`src/rtl/ps2_pkg.sv`:
```
// Shared PS/2 definitions: host-TX state encoding, clock default and line timing.
// Latency: n/a (declarations only).
// Backpressure: n/a.
package ps2_pkg;

    localparam int PS2_SYSTEM_CLOCK = 25_000_000;
    localparam int PS2_INHIBIT_US   = 100;   // clock held low before request-to-send
    localparam int PS2_TIMEOUT_US   = 2000;  // clock release to frame completion

    typedef enum logic [2:0] {
        ST_IDLE,
        ST_INHIBIT,
        ST_REQUEST,
        ST_SEND,
        ST_ACK,
        ST_WAIT_IDLE
    } ps2_tx_state_t;

    // Convert a duration in microseconds into clk cycles.
    function automatic int ps2_cycles(input int clk_hz, input int us);
        return (clk_hz / 1_000_000) * us;
    endfunction

    // PS/2 uses odd parity: the parity bit makes the total count of ones odd.
    function automatic logic odd_parity(input logic [7:0] b);
        return ~^b;
    endfunction

endpackage

```
`src/rtl/ps2_host_tx_if.sv`:
```
// Command byte handshake and frame status between the system and the PS/2 transmitter.
// Latency: n/a (wires only).
// Backpressure: tx_valid is honoured only while tx_ready is high.
interface ps2_host_tx_if;

    logic [7:0] tx_data;
    logic       tx_valid;
    logic       tx_ready;
    logic       busy;
    logic       done;
    logic       error;

    modport master (
        output tx_data, tx_valid,
        input  tx_ready, busy, done, error
    );

    modport slave (
        input  tx_data, tx_valid,
        output tx_ready, busy, done, error
    );

endinterface

```
`src/rtl/ps2_sync.sv`:
```
// Two-flop synchronizer for one PS/2 line, with a falling-edge strobe.
// Latency: level follows the pin after 2 cycles; fall is combinational from the flops.
// Backpressure: none.
module ps2_sync (
    input  logic clk,
    input  logic rst_n,
    input  logic async_in,
    output logic level,
    output logic fall
);

    logic meta;
    logic sync;
    logic prev;

    // Idle PS/2 lines are high, so reset to 1 to avoid a false edge after reset.
    always_ff @(posedge clk or negedge rst_n) begin
        if (!rst_n) begin
            meta <= 1'b1;
            sync <= 1'b1;
            prev <= 1'b1;
        end else begin
            meta <= async_in;
            sync <= meta;
            prev <= sync;
        end
    end

    assign level = sync;
    assign fall  = prev & ~sync;

endmodule

```
`src/rtl/ps2_host_tx.sv`:
```
// Host-to-device PS/2 command transmitter using the inhibit / request-to-send sequence.
// Latency: accept to clock pull-down 1 cycle; data line update 3 cycles after the device clock falls.
// Backpressure: tx_ready only in IDLE; tx_valid is ignored for the whole frame.
module ps2_host_tx
    import ps2_pkg::*;
#(
    parameter int SYSTEM_CLOCK   = PS2_SYSTEM_CLOCK,
    parameter int INHIBIT_CYCLES = ps2_cycles(SYSTEM_CLOCK, PS2_INHIBIT_US),
    parameter int TIMEOUT_CYCLES = ps2_cycles(SYSTEM_CLOCK, PS2_TIMEOUT_US)
) (
    input  logic         clk,
    input  logic         rst_n,
    input  logic         ps2_clk_in,
    input  logic         ps2_data_in,
    output logic         ps2_clk_oe,
    output logic         ps2_data_oe,
    ps2_host_tx_if.slave bus
);

    ps2_tx_state_t state, state_n;
    logic [15:0]   cnt, cnt_n;           // inhibit length, then frame timeout
    logic [3:0]    bit_idx, bit_idx_n;
    logic [8:0]    frame, frame_n;       // {parity, data}
    logic [9:0]    frame_bits;           // {stop, parity, data}, sent LSB first

    logic clk_oe_q, clk_oe_n;
    logic data_oe_q, data_oe_n;
    logic done_q, done_n;
    logic error_q, error_n;
    logic busy_q, busy_n;
    logic tx_ready_q, tx_ready_n;

    logic clk_s, clk_fall;
    logic data_s, data_fall;
    logic unused_data_fall;

    ps2_sync u_sync_clk (
        .clk      (clk),
        .rst_n    (rst_n),
        .async_in (ps2_clk_in),
        .level    (clk_s),
        .fall     (clk_fall)
    );

    ps2_sync u_sync_data (
        .clk      (clk),
        .rst_n    (rst_n),
        .async_in (ps2_data_in),
        .level    (data_s),
        .fall     (data_fall)
    );

    assign unused_data_fall = data_fall;
    assign frame_bits       = {1'b1, frame};

    // State, counters and all outputs are registered from their next values.
    always_ff @(posedge clk or negedge rst_n) begin
        if (!rst_n) begin
            state      <= ST_IDLE;
            cnt        <= '0;
            bit_idx    <= '0;
            frame      <= '0;
            clk_oe_q   <= 1'b0;
            data_oe_q  <= 1'b0;
            done_q     <= 1'b0;
            error_q    <= 1'b0;
            busy_q     <= 1'b0;
            tx_ready_q <= 1'b0;
        end else begin
            state      <= state_n;
            cnt        <= cnt_n;
            bit_idx    <= bit_idx_n;
            frame      <= frame_n;
            clk_oe_q   <= clk_oe_n;
            data_oe_q  <= data_oe_n;
            done_q     <= done_n;
            error_q    <= error_n;
            busy_q     <= busy_n;
            tx_ready_q <= tx_ready_n;
        end
    end

    // Next-state and next-output decode for the request-to-send frame.
    always_comb begin
        state_n   = state;
        cnt_n     = cnt;
        bit_idx_n = bit_idx;
        frame_n   = frame;
        data_oe_n = data_oe_q;
        done_n    = 1'b0;
        error_n   = 1'b0;

        case (state)
            ST_IDLE: begin
                data_oe_n = 1'b0;
                if (bus.tx_valid && tx_ready_q) begin
                    frame_n = {odd_parity(bus.tx_data), bus.tx_data};
                    cnt_n   = '0;
                    state_n = ST_INHIBIT;
                end
            end

            ST_INHIBIT: begin
                data_oe_n = 1'b0;
                if (cnt == 16'(INHIBIT_CYCLES - 1)) begin
                    cnt_n     = '0;
                    data_oe_n = 1'b1;        // start bit, held until the first device clock
                    state_n   = ST_REQUEST;
                end else begin
                    cnt_n = cnt + 16'd1;
                end
            end

            ST_REQUEST: begin
                cnt_n     = '0;
                bit_idx_n = '0;
                state_n   = ST_SEND;
            end

            ST_SEND, ST_ACK, ST_WAIT_IDLE: begin
                // A stuck device must never wedge the link; timeout beats any edge.
                if (cnt == 16'(TIMEOUT_CYCLES - 1)) begin
                    error_n   = 1'b1;
                    data_oe_n = 1'b0;
                    state_n   = ST_IDLE;
                end else begin
                    cnt_n = cnt + 16'd1;
                    if (state == ST_SEND) begin
                        if (clk_fall) begin
                            data_oe_n = ~frame_bits[bit_idx];
                            bit_idx_n = bit_idx + 4'd1;
                            if (bit_idx == 4'd9) begin
                                state_n = ST_ACK;
                            end
                        end
                    end else if (state == ST_ACK) begin
                        data_oe_n = 1'b0;
                        if (clk_fall) begin
                            if (!data_s) begin
                                state_n = ST_WAIT_IDLE;
                            end else begin
                                error_n = 1'b1;
                                state_n = ST_IDLE;
                            end
                        end
                    end else begin
                        if (clk_s && data_s) begin
                            done_n  = 1'b1;
                            state_n = ST_IDLE;
                        end
                    end
                end
            end

            default: begin
                data_oe_n = 1'b0;
                state_n   = ST_IDLE;
            end
        endcase

        clk_oe_n   = (state_n == ST_INHIBIT) || (state_n == ST_REQUEST);
        busy_n     = (state_n != ST_IDLE);
        // Hold off acceptance during the done/error cycle so status is seen first.
        tx_ready_n = (state_n == ST_IDLE) && !done_n && !error_n;
    end

    assign ps2_clk_oe   = clk_oe_q;
    assign ps2_data_oe  = data_oe_q;
    assign bus.tx_ready = tx_ready_q;
    assign bus.busy     = busy_q;
    assign bus.done     = done_q;
    assign bus.error    = error_q;

endmodule

```
`src/flat_wrapper.sv`:
```
// flat-port wrapper written by rule: the top's interface ports become plain ports
module ps2_host_tx_flat import ps2_pkg::*;
#(
    parameter int SYSTEM_CLOCK   = PS2_SYSTEM_CLOCK,
    parameter int INHIBIT_CYCLES = ps2_cycles(SYSTEM_CLOCK, PS2_INHIBIT_US),
    parameter int TIMEOUT_CYCLES = ps2_cycles(SYSTEM_CLOCK, PS2_TIMEOUT_US)
)
  (clk, rst_n, ps2_clk_in, ps2_data_in, ps2_clk_oe, ps2_data_oe, bus_tx_data, bus_tx_valid, bus_tx_ready, bus_busy, bus_done, bus_error);
  ps2_host_tx_if bus_i ();
  input  logic clk;
  input  logic rst_n;
  input  logic ps2_clk_in;
  input  logic ps2_data_in;
  output logic ps2_clk_oe;
  output logic ps2_data_oe;
  input wire logic [$bits(bus_i.tx_data)-1:0] bus_tx_data;
  input wire logic [$bits(bus_i.tx_valid)-1:0] bus_tx_valid;
  output wire logic [$bits(bus_i.tx_ready)-1:0] bus_tx_ready;
  output wire logic [$bits(bus_i.busy)-1:0] bus_busy;
  output wire logic [$bits(bus_i.done)-1:0] bus_done;
  output wire logic [$bits(bus_i.error)-1:0] bus_error;
  assign bus_i.tx_data = bus_tx_data;
  assign bus_i.tx_valid = bus_tx_valid;
  assign bus_tx_ready = bus_i.tx_ready;
  assign bus_busy = bus_i.busy;
  assign bus_done = bus_i.done;
  assign bus_error = bus_i.error;
  ps2_host_tx #(.SYSTEM_CLOCK(SYSTEM_CLOCK), .INHIBIT_CYCLES(INHIBIT_CYCLES), .TIMEOUT_CYCLES(TIMEOUT_CYCLES)) u_core (.clk(clk), .rst_n(rst_n), .ps2_clk_in(ps2_clk_in), .ps2_data_in(ps2_data_in), .ps2_clk_oe(ps2_clk_oe), .ps2_data_oe(ps2_data_oe), .bus(bus_i));
endmodule
```
`config.mk`:
```
export PLATFORM = sky130hd
export DESIGN_NAME = ps2_host_tx_flat
export DESIGN_NICKNAME = d
export VERILOG_FILES = /design/src/rtl/ps2_pkg.sv /design/src/rtl/ps2_host_tx_if.sv /design/src/rtl/ps2_sync.sv /design/src/rtl/ps2_host_tx.sv /design/src/flat_wrapper.sv
export SDC_FILE = /design/constraint.sdc
export NUM_CORES = 1
export LEC_CHECK = 0
export CAP_MARGIN = 20
export CORE_ASPECT_RATIO = 2
export CORE_MARGIN = 2
export CORE_UTILIZATION = 47
export DETAILED_ROUTE_END_ITERATION = 6
export HOLD_SLACK_MARGIN = 0.05
export PLACE_DENSITY = 0.69
export SETUP_SLACK_MARGIN = 0.3
export SYNTH_ARGS = -nofsm -noshare
export SYNTH_HDL_FRONTEND = slang
export SYNTH_HIERARCHICAL = 1
export SYNTH_SLANG_ARGS = --single-unit
```
`constraint.sdc`:
```
create_clock -name clk -period 3.85 [get_ports clk]
set_input_delay 0.385 -clock clk [delete_from_list [all_inputs] [get_ports clk]]
set_output_delay 0.385 -clock clk [all_outputs]
set_load 0.01 [all_outputs]
```
---- Yosys cells after proc, flatten, opt, wreduce, memory -nomap -nowiden ----
Index checks and enable logic that the tools add are counted.
operators by class
  add/sub/neg operators ................... 2
  order comparisons ....................... 1
  equality and inequality tests ........... 16
  mux-type cells .......................... 38
  bitwise operators ....................... 4
  reduce and logical (&&, ||, !) cells .... 18
operator list
  kind                                                         count
  one-hot mux 16 bit (4 select lines)                          1
  two-way mux 16 bit                                           3
  two-way mux 3 bit                                            10
  two-way mux 1 bit                                            17
  adder 16 x 1 -> 16 bit (second input constant)               1
  equality test 16 x 12 -> 1 bit (second input constant)       1
  equality test 16 bit (second input constant)                 1
  two-way mux 4 bit                                            3
  one-hot mux 3 bit (4 select lines)                           1
  equality test 3 x 2 -> 1 bit (second input constant)         3
  one-hot mux 4 bit (2 select lines)                           1
  XNOR reduction 8 bit                                         1
  equality test 3 x 1 -> 1 bit (second input constant)         2
  equality test 3 bit (second input constant)                  2
  zero test 3 bit                                              2
  inequality test 2 x 1 -> 1 bit (second input constant)       3
  AND reduction 3 bit                                          2
  less-than comparator 4 x 5 -> 1 bit (second input constant)  1
  adder 4 x 1 -> 4 bit (second input constant)                 1
  binary-select mux 1 bit (select 4 bit)                       1
  equality test 4 bit (second input constant)                  1
  logical AND 1 bit                                            4
  inequality test 4 x 1 -> 1 bit (second input constant)       1
  inequality test 4 x 2 -> 1 bit (second input constant)       1
  12 further kinds                                             15
word-level totals
  bits in registers ....................... 43
  input bits .............................. 13
  output and inout bits ................... 6
  word-level logic and storage cells ...... 94

---- Longest topological paths before layout ----
Gate-level depths: netlist of the first run.
  depth after elaboration ................. 10
  depth in mapped cells ................... 8
  depth with buffers taken out ............ 7

---- Hierarchy ----
The synthesis of the first run kept the hierarchy.
modules (own cells, without submodules)
  module       instances  cells an instance  area an instance (um^2)  seq. area each (um^2)
  ps2_host_tx  1          228                2,269.7                  950.9
  ps2_sync     2          4                  92.6                     78.8

---- Worst setup path before layout of the first run ----
OpenSTA, ideal clock, no wires.
  kind .................................... register to register
  start ................................... reg u_core.cnt[5]
  end ..................................... reg u_core.cnt[8]
  library setup time ...................... 0.124 ns
  data arrival time ....................... 2.055 ns
  setup slack ............................. 1.671 ns
  stages on the path, launching flop included .. 7
  buffers on the path ..................... 0
  period minus slack after synthesis ...... 2.179 ns
  path through ............................ dfrtp_1 -> or4_4 -> nor4_4 -> o22ai_2 -> nand3_4 -> inv_4 -> a211o_1
on the way
  cells in the longest elaborated chain, start to end .. 3
RTL lines
  what                                                                               RTL line                                RTL
  from (decl)                                                                        ps2_host_tx.sv:21                       logic [15:0] cnt, cnt_n;
  from (signal assigned)                                                             ps2_host_tx.sv:71                       cnt <= cnt_n;
  adder 16 x 1 -> 16 bit, or another cell as far along                               ps2_host_tx.sv:110, ps2_host_tx.sv:127
  two-way mux 16 bit, or another cell as far along                                   ps2_host_tx.sv:122                      if (cnt == 16'(TIMEOUT_CYCLES - 1)) begin
  one-hot mux 16 bit (4 select lines) / AND reduction 3 bit (equally long branches)  --
Several ways; a longest one is shown, not always the timed one. The select of a mux whose other input is x is not followed.
A chain may end at the register's enable or synchronous reset.

---- Worst setup path in the final report of the first run ----
Same ends and word-level chain as after synthesis.

==> summary.md, run 1 <==
| Metric | Value |
|---|---|
| RSZ-0062 raised after global routing | `no` |
| Fin nets | `265` |
| Hold Violations, Final | `0` |
| Inserted Clock Buffers | `5` |
| Diode count | `0` |
| PnR Total Power | `1.37 mW` |
| Placer Congestion | `0.809` |
| Initial antenna violation count | `0` |
| Syn Nets | `250` |
| Synth Warn # | `6` |
| CP cell instances | `or4_4, nor4_4, o22ai_2, nand3_4, inv_4, a211o_1` |
| Critical path launch point type | `register` |
| Initial Util | `47.9%` |
| CTS Sinks | `43` |
| Worst Path Buf+Inv | `1` |
| Max_slew headroom | `a little under two fifths` |
| Crit-path leading delay family | `simple AND/OR/NAND/NOR gates` |
| Worst path arrival time | `~2.6 ns` |
| Post-CTS Setup Inserts | `0` |
| Clk pin slew, worst setup/hold paths | `0.08 ns` |
| # IOs | `19` |
| Vias in the first global route | `approximately 1800` |
| Post-DP Area | `2620 um^2` |
| Max Clk Rate | `approximately 420 MHz` |
| CTS resizes | `0` |
| Clk_lat worst skew | `0.30 ns` |
| Die Area | `5760 um^2` |
| Final instance area | `2730 um^2` |
| H-tree depth | `2` |
| Detailed router's first-iteration violation count | `45` |
| Max-slew violation count | `0` |
| Status | `finished, final reports clean` |
| Synth-to-Final Area Change | `12.9%` |
| Row count | `37` |
| Leak | `roughly 1.2 nW` |
| Dpl hpwl | `3550 um` |
| Routed Antenna Nets | `0` |
| DRC Markers | `0` |
| Clock Tree Buf Depth | `2` |
| Root buffer cell | `clkbuf_8` |
| Vias per cell | `6.04` |
| Final setup viols | `0` |
| Overall Global Routing Usage | `19.7%` |
| DR WL/cell | `16.0 um` |
| Largest vdd supply drop | `about 380 uV` |
| Clock skew | `~0.010 ns` |
| Final design utilization | `~54%` |
| Syn Area/Cell | `around 10 um^2` |
| Crit path capture type | `register` |
| Min-Delay Path Class | `in -> async` |
| Post-Route WL | `4940 um` |
| Worst path required time | `between 4 and 5 ns` |
| Setup crit start | `u_core/cnt[5]` |
| Crit path largest cell delay | `0.60 ns` |
| Pwr per Cell Area | `502 nW/um^2` |
| Largest net degree at the start of global routing | `44` |
| Period utilization | `62.2%` |
| Mapped cell area | `2410 um^2` |
| Grt ovf | `0` |
| Fin crit period | `about 2.4 ns` |
| Die Y | `105 um` |
| CTS tree | `built` |
| CP Class | `reg -> reg` |
| Input/output buffers | `18` |
| Slowest CP cell | `or4_4` |
| Setup TNS | `0 ns` |
| Worst-path fanout max | `9` |
| Pre-antenna DRT Iters | `4` |
| Layout cells sized above 1 | `16.8%` |
| Worst-margin pin slew | `0.933 ns` |
| CTS Hold Bufs | `0` |
| Vias post-DR | `1860` |
| FF-to-FF Start | `u_core/cnt[5]` |
| Max_cap viols | `0` |
| Core area | `~5000 um^2` |
| Syn Inst Count | `234` |
| First-pass GRT wire length | `8560 um` |
| Die W | `54.7 um` |
[worst register-to-register path, cell delays in order, from the launching register on]
cell and delay [ns]:
dfrtp_1 0.44, or4_4 0.60, nor4_4 0.47, o22ai_2 0.22
nand3_4 0.22, inv_4 0.05, a211o_1 0.29
[cell type report]
cell class / instances / area (um^2)
clock inverters: 2 / 16.3
well taps: 58 / 72.6
flip-flops and latches: 43 / 1080
repair buffers: 19 / 183
multi-input cells: 170 / 1250
clock buffers: 6 / 82.6
inverters: 10 / 40.0
fillers: 471 / 2320
[power by group]
part           total (mW)  switching [mW]  internal (mW)
logic               0.380           0.180          0.199
registers           0.687           0.123          0.564
clock network       0.303           0.156          0.146
total                1.37           0.460          0.909
[final timing paths]
kind / end / slack (ns) / cells past startpoint
max: u_core/cnt[8] / 1.45 / 6
min: u_core/bus.error / 0.22 / 1
max reg2reg: u_core/cnt[8] / 1.45 / 6
min reg2reg: u_core/u_sync_data/level / 0.36 / 0
max in group asynchronous: u_core/cnt[15] / 3.04 / 1
min in group clk: u_core/u_sync_data/level / 0.36 / 0
[sequential cells by signal (all words and copies together), names as in the netlist]
| register | count |
|---|---|
| u_core/ps2_data_oe | 1 |
| u_core/ps2_clk_oe | 1 |
| u_core/cnt | 16 |
| u_core/bus.done | 1 |
| u_core/u_sync_clk/meta | 1 |
| u_core/bit_idx | 4 |
| u_core/u_sync_clk/level | 1 |
| u_core/u_sync_clk/prev | 1 |
| u_core/u_sync_data/level | 1 |
| u_core/frame | 9 |
| u_core/bus.tx_ready | 1 |
| u_core/bus.busy | 1 |
| u_core/u_sync_data/meta | 1 |
| u_core/state | 3 |
| u_core/bus.error | 1 |
[metrics by stage]
stage	cells	setup slack (ns)	hold slack, ns
after floorplan	234	1.67	0.0894
after global placement	299	1.49	0.346
after detailed placement	299	1.45	0.347
after CTS	307	1.44	0.252
after global routing	308	1.30	0.304
final	308	1.45	0.225
[per-layer routing]
metal,global-route usage [%],vias up,routed length (um)
met5,0,-,0
met4,5.89,0,71
met3,3.40,7,154
met2,31.5,35,2500
met1,26.5,909,2220
li1,-,909,-
[cell usage in the layout (no fill, tap or decap), drive strengths merged, types with 4 or more instances in the layout]
cell and instances:
dfstp 5, mux2 10, nand4b 4, clkbuf 7, nor2 16, nand2 9
a21oi 14, and3 7, nand3 10, xnor2 9, nand4 4, o21ai 7
a31oi 10, clkdlybuf4s50 17, inv 10, nor2b 4, dfrtp 38, and2 5
a21o 4, o22ai 4, a211oi 5
Power figures use the tool's default switching activity.
==> run 2, diff against run 1 <==
clock period = 2.4 ns   (was 3.85 ns; I/O delays follow)
==> run 2 against run 1 <==
Count of clock-buffer cells in the layout stayed put. First-iteration DRC count is 62% higher. Critical endpoint unchanged. Global-route usage up 2.4 points. Total power increased by 79%. Critical path type unchanged. Sequential power rose by 57%. Fmax increased by 13%. Critical path depth decreased by 1. Sequential cell count stayed put. Largest cell class unchanged. Clock power up 61%. Register-to-register slack got worse by 1.2 ns.
==> summary.md, run 2 (same netlist as run 1, synthesis figures left out) <==
| Metric | Value |
|---|---|
| CTS Sinks | `43 (unchanged)` |
| FF-to-FF Start | `u_core/cnt[13] (was u_core/cnt[5])` |
| CP cell instances | `or4_4, nand4b_1, a21o_4, and3_4, a211o_1 (was or4_4, nor4_4, o22ai_2, nand3_4, inv_4, a211o_1)` |
| Hold slack | `0.0823 ns (was 0.225 ns)` |
| Setup TNS | `0 ns (unchanged)` |
| Area of the multi-input gates | `1380 um^2 (was 1250 um^2)` |
| Leak | `1.33 nW (was 1.19 nW)` |
| Input/output buffers | `18 (unchanged)` |
| Max Clk Rate | `470 MHz (was 417 MHz)` |
| Fin nets | `293 (was 265)` |
| Post-DP Area | `2710 um^2 (was 2620 um^2)` |
| Period utilization | `88.7% (was 62.2%)` |
| Largest registers | `u_core/cnt: 16 flops, u_core/frame: 9 flops, u_core/bit_idx: 4 flops (unchanged)` |
| Pre-antenna DRT Iters | `4 (unchanged)` |
| Grt ovf | `0 (unchanged)` |
| Post-Route WL | `5650 um (was 4940 um)` |
| Crit path capture type | `register (unchanged)` |
| Largest net degree at the start of global routing | `44 (unchanged)` |
| RSZ-0062 raised after global routing | `yes (was no)` |
| # IOs | `19 (unchanged)` |
| Die W | `54.7 um (unchanged)` |
| Most common cell after layout, fill and taps aside | `dfrtp_1 (unchanged)` |
| Slowest CP cell | `or4_4 (unchanged)` |
| Clock skew | `0.00936 ns (was 0.00998 ns)` |
| Clk pin slew, worst setup/hold paths | `0.08 ns (about the same)` |
| Row count | `37 (unchanged)` |
| R2R Setup Slk | `0.27 ns (was 1.45 ns)` |
| CP Capture Point | `u_core/cnt[8] (unchanged)` |
| Initial antenna violation count | `0 (unchanged)` |
| Crit path largest cell delay | `0.59 ns (was 0.60 ns)` |
| Max_cap viols | `0 (unchanged)` |
| Dpl hpwl | `3700 um (was 3550 um)` |
| Detailed router's first-iteration violation count | `73 (was 45)` |
| Fill count | `426 (was 471)` |
| Min-Delay Path Class | `in -> async (unchanged)` |
| Max reg flops | `16 (unchanged)` |
| Largest vdd supply drop | `651 uV (was 378 uV)` |
| H-tree depth | `2 (unchanged)` |
| Final setup viols | `0 (unchanged)` |
| Status | `finished, final reports clean (unchanged)` |
| Initial Util | `47.9% (unchanged)` |
| Pwr per Cell Area | `798 nW/um^2 (was 502 nW/um^2)` |
| RR Endpoint | `u_core/cnt[8] (unchanged)` |
| Core area | `5050 um^2 (unchanged)` |
| Largest Register | `u_core/cnt (unchanged)` |
| Vias per cell | `6.04 (about the same)` |
| DR WL/cell | `16.8 um (was 16.0 um)` |
| Storage element area | `1090 um^2 (was 1080 um^2)` |
| Max_slew headroom | `37.1% (was 37.8%)` |
| Synth-to-Final Area Change | `27.0% (was 12.9%)` |
| Placer Congestion | `0.871 (was 0.809)` |
| Clk_lat worst skew | `0.30 ns (about the same)` |
| Hold Violations, Final | `0 (unchanged)` |
| Commonest non-fill, non-tap cells in the layout | `dfrtp_1, buf_4, clkdlybuf4s50_1 (was dfrtp_1, clkdlybuf4s50_1, nor2_1)` |
| Setup crit start | `u_core/cnt[13] (was u_core/cnt[5])` |
| Root buffer cell | `clkbuf_8 (unchanged)` |
| Inserted Clock Buffers | `5 (unchanged)` |
| Vias in the first global route | `2035 (was 1846)` |
| CP Class | `reg -> reg (unchanged)` |
| Routed Antenna Nets | `0 (unchanged)` |
| Worst path required time | `2.59 ns (was 4.04 ns)` |
| Diode count | `0 (unchanged)` |
| Vias post-DR | `2029 (was 1860)` |
| CTS Hold Bufs | `0 (unchanged)` |
| First-pass GRT wire length | `9570 um (was 8560 um)` |
| Worst-path fanout max | `8 (was 9)` |
| Worst path arrival time | `2.32 ns (was 2.58 ns)` |
| Overall Global Routing Usage | `22.1% (was 19.7%)` |
| Max-slew violation count | `0 (unchanged)` |
| Layout cells sized above 1 | `31.3% (was 16.8%)` |
| Clock Tree Buf Depth | `2 (unchanged)` |
| Die Y | `105 um (unchanged)` |
| Fin crit period | `2.13 ns (was 2.40 ns)` |
| DRC Markers | `0 (unchanged)` |
| Reg2reg path depth | `5 (was 6)` |
| Final instance area | `3070 um^2 (was 2730 um^2)` |
| CTS tree | `built (unchanged)` |
| Die Area | `5760 um^2 (unchanged)` |
| Worst-margin pin slew | `0.944 ns (was 0.933 ns)` |
| Critical path launch point type | `register (unchanged)` |
[run 2: cell types whose count changed in the layout (fill, tap and decap cells not counted), sizes merged]
cell / previous run / this run
buf: 1 / 29
nand3: 10 / 11
clkbuf: 7 / 6
[run 2: layout make-up]
cell class              count  area share (%)
multi-input cells         171            44.9
flip-flops and latches     43            35.4
well taps                  58            2.37
clock buffers               6            2.69
inverters                  10            1.31
clock inverters             2           0.530
repair buffers             46            12.8
[run 2: worst min-delay path by stage]
stage,end,slack [ns],depth (start not counted)
global placement,u_core/u_sync_data/level,0.35,0
global route,u_core/frame[4],0.14,1
floorplan,u_core/bit_idx[0],-0.06,0
finish,u_core/ps2_clk_oe,0.08,1
CTS,u_core/frame[6],0.10,1
detailed placement,u_core/u_sync_data/level,0.35,0
[run 2: layer usage]
metal / routed length (um) / global-route usage, %
met3: 186 / 3.40
met4: 93 / 8.39
met5: 0 / 0
met2: 2970 / 35.6
met1: 2390 / 28.8
[run 2: what timing repair did]
action                                  CTS  global route
pin swaps                                10            13
cloned                                    1             0
endpoints found under the setup margin   14            18
gates resized for setup                  10            16
buffers inserted                          9             8
[run 2: through the flow]
stage / utilization [%] / power [mW] / std cells / setup WS (ns)
floorplan: - / 1.54 / 234 / 0.295
global placement: 53.7 / 1.73 / 310 / 0.225
detailed placement: 53.7 / 1.76 / 310 / 0.188
CTS: 58.3 / 2.32 / 328 / 0.294
global route: 60.8 / 2.60 / 336 / 0.213
finish: 60.8 / 2.45 / 336 / 0.271
[run 2: power breakdown]
group	total, mW	switching (mW)	internal [mW]
registers	1.08	0.172	0.909
logic	0.876	0.402	0.474
clock network	0.489	0.254	0.235
total	2.45	0.828	1.62
[run 2: worst max-delay path: cells and delay by family, from the launching register on]
kind            cells  cell delay (ns)
compound gates      2             0.54
simple gates        3             1.06
flops               1             0.40
==> run 3, diff against run 2 <==
CAP_MARGIN = not set   (was 20)
==> results of run 3 <==
No change in the layout: final DEF, timing and power equal those of run 2.
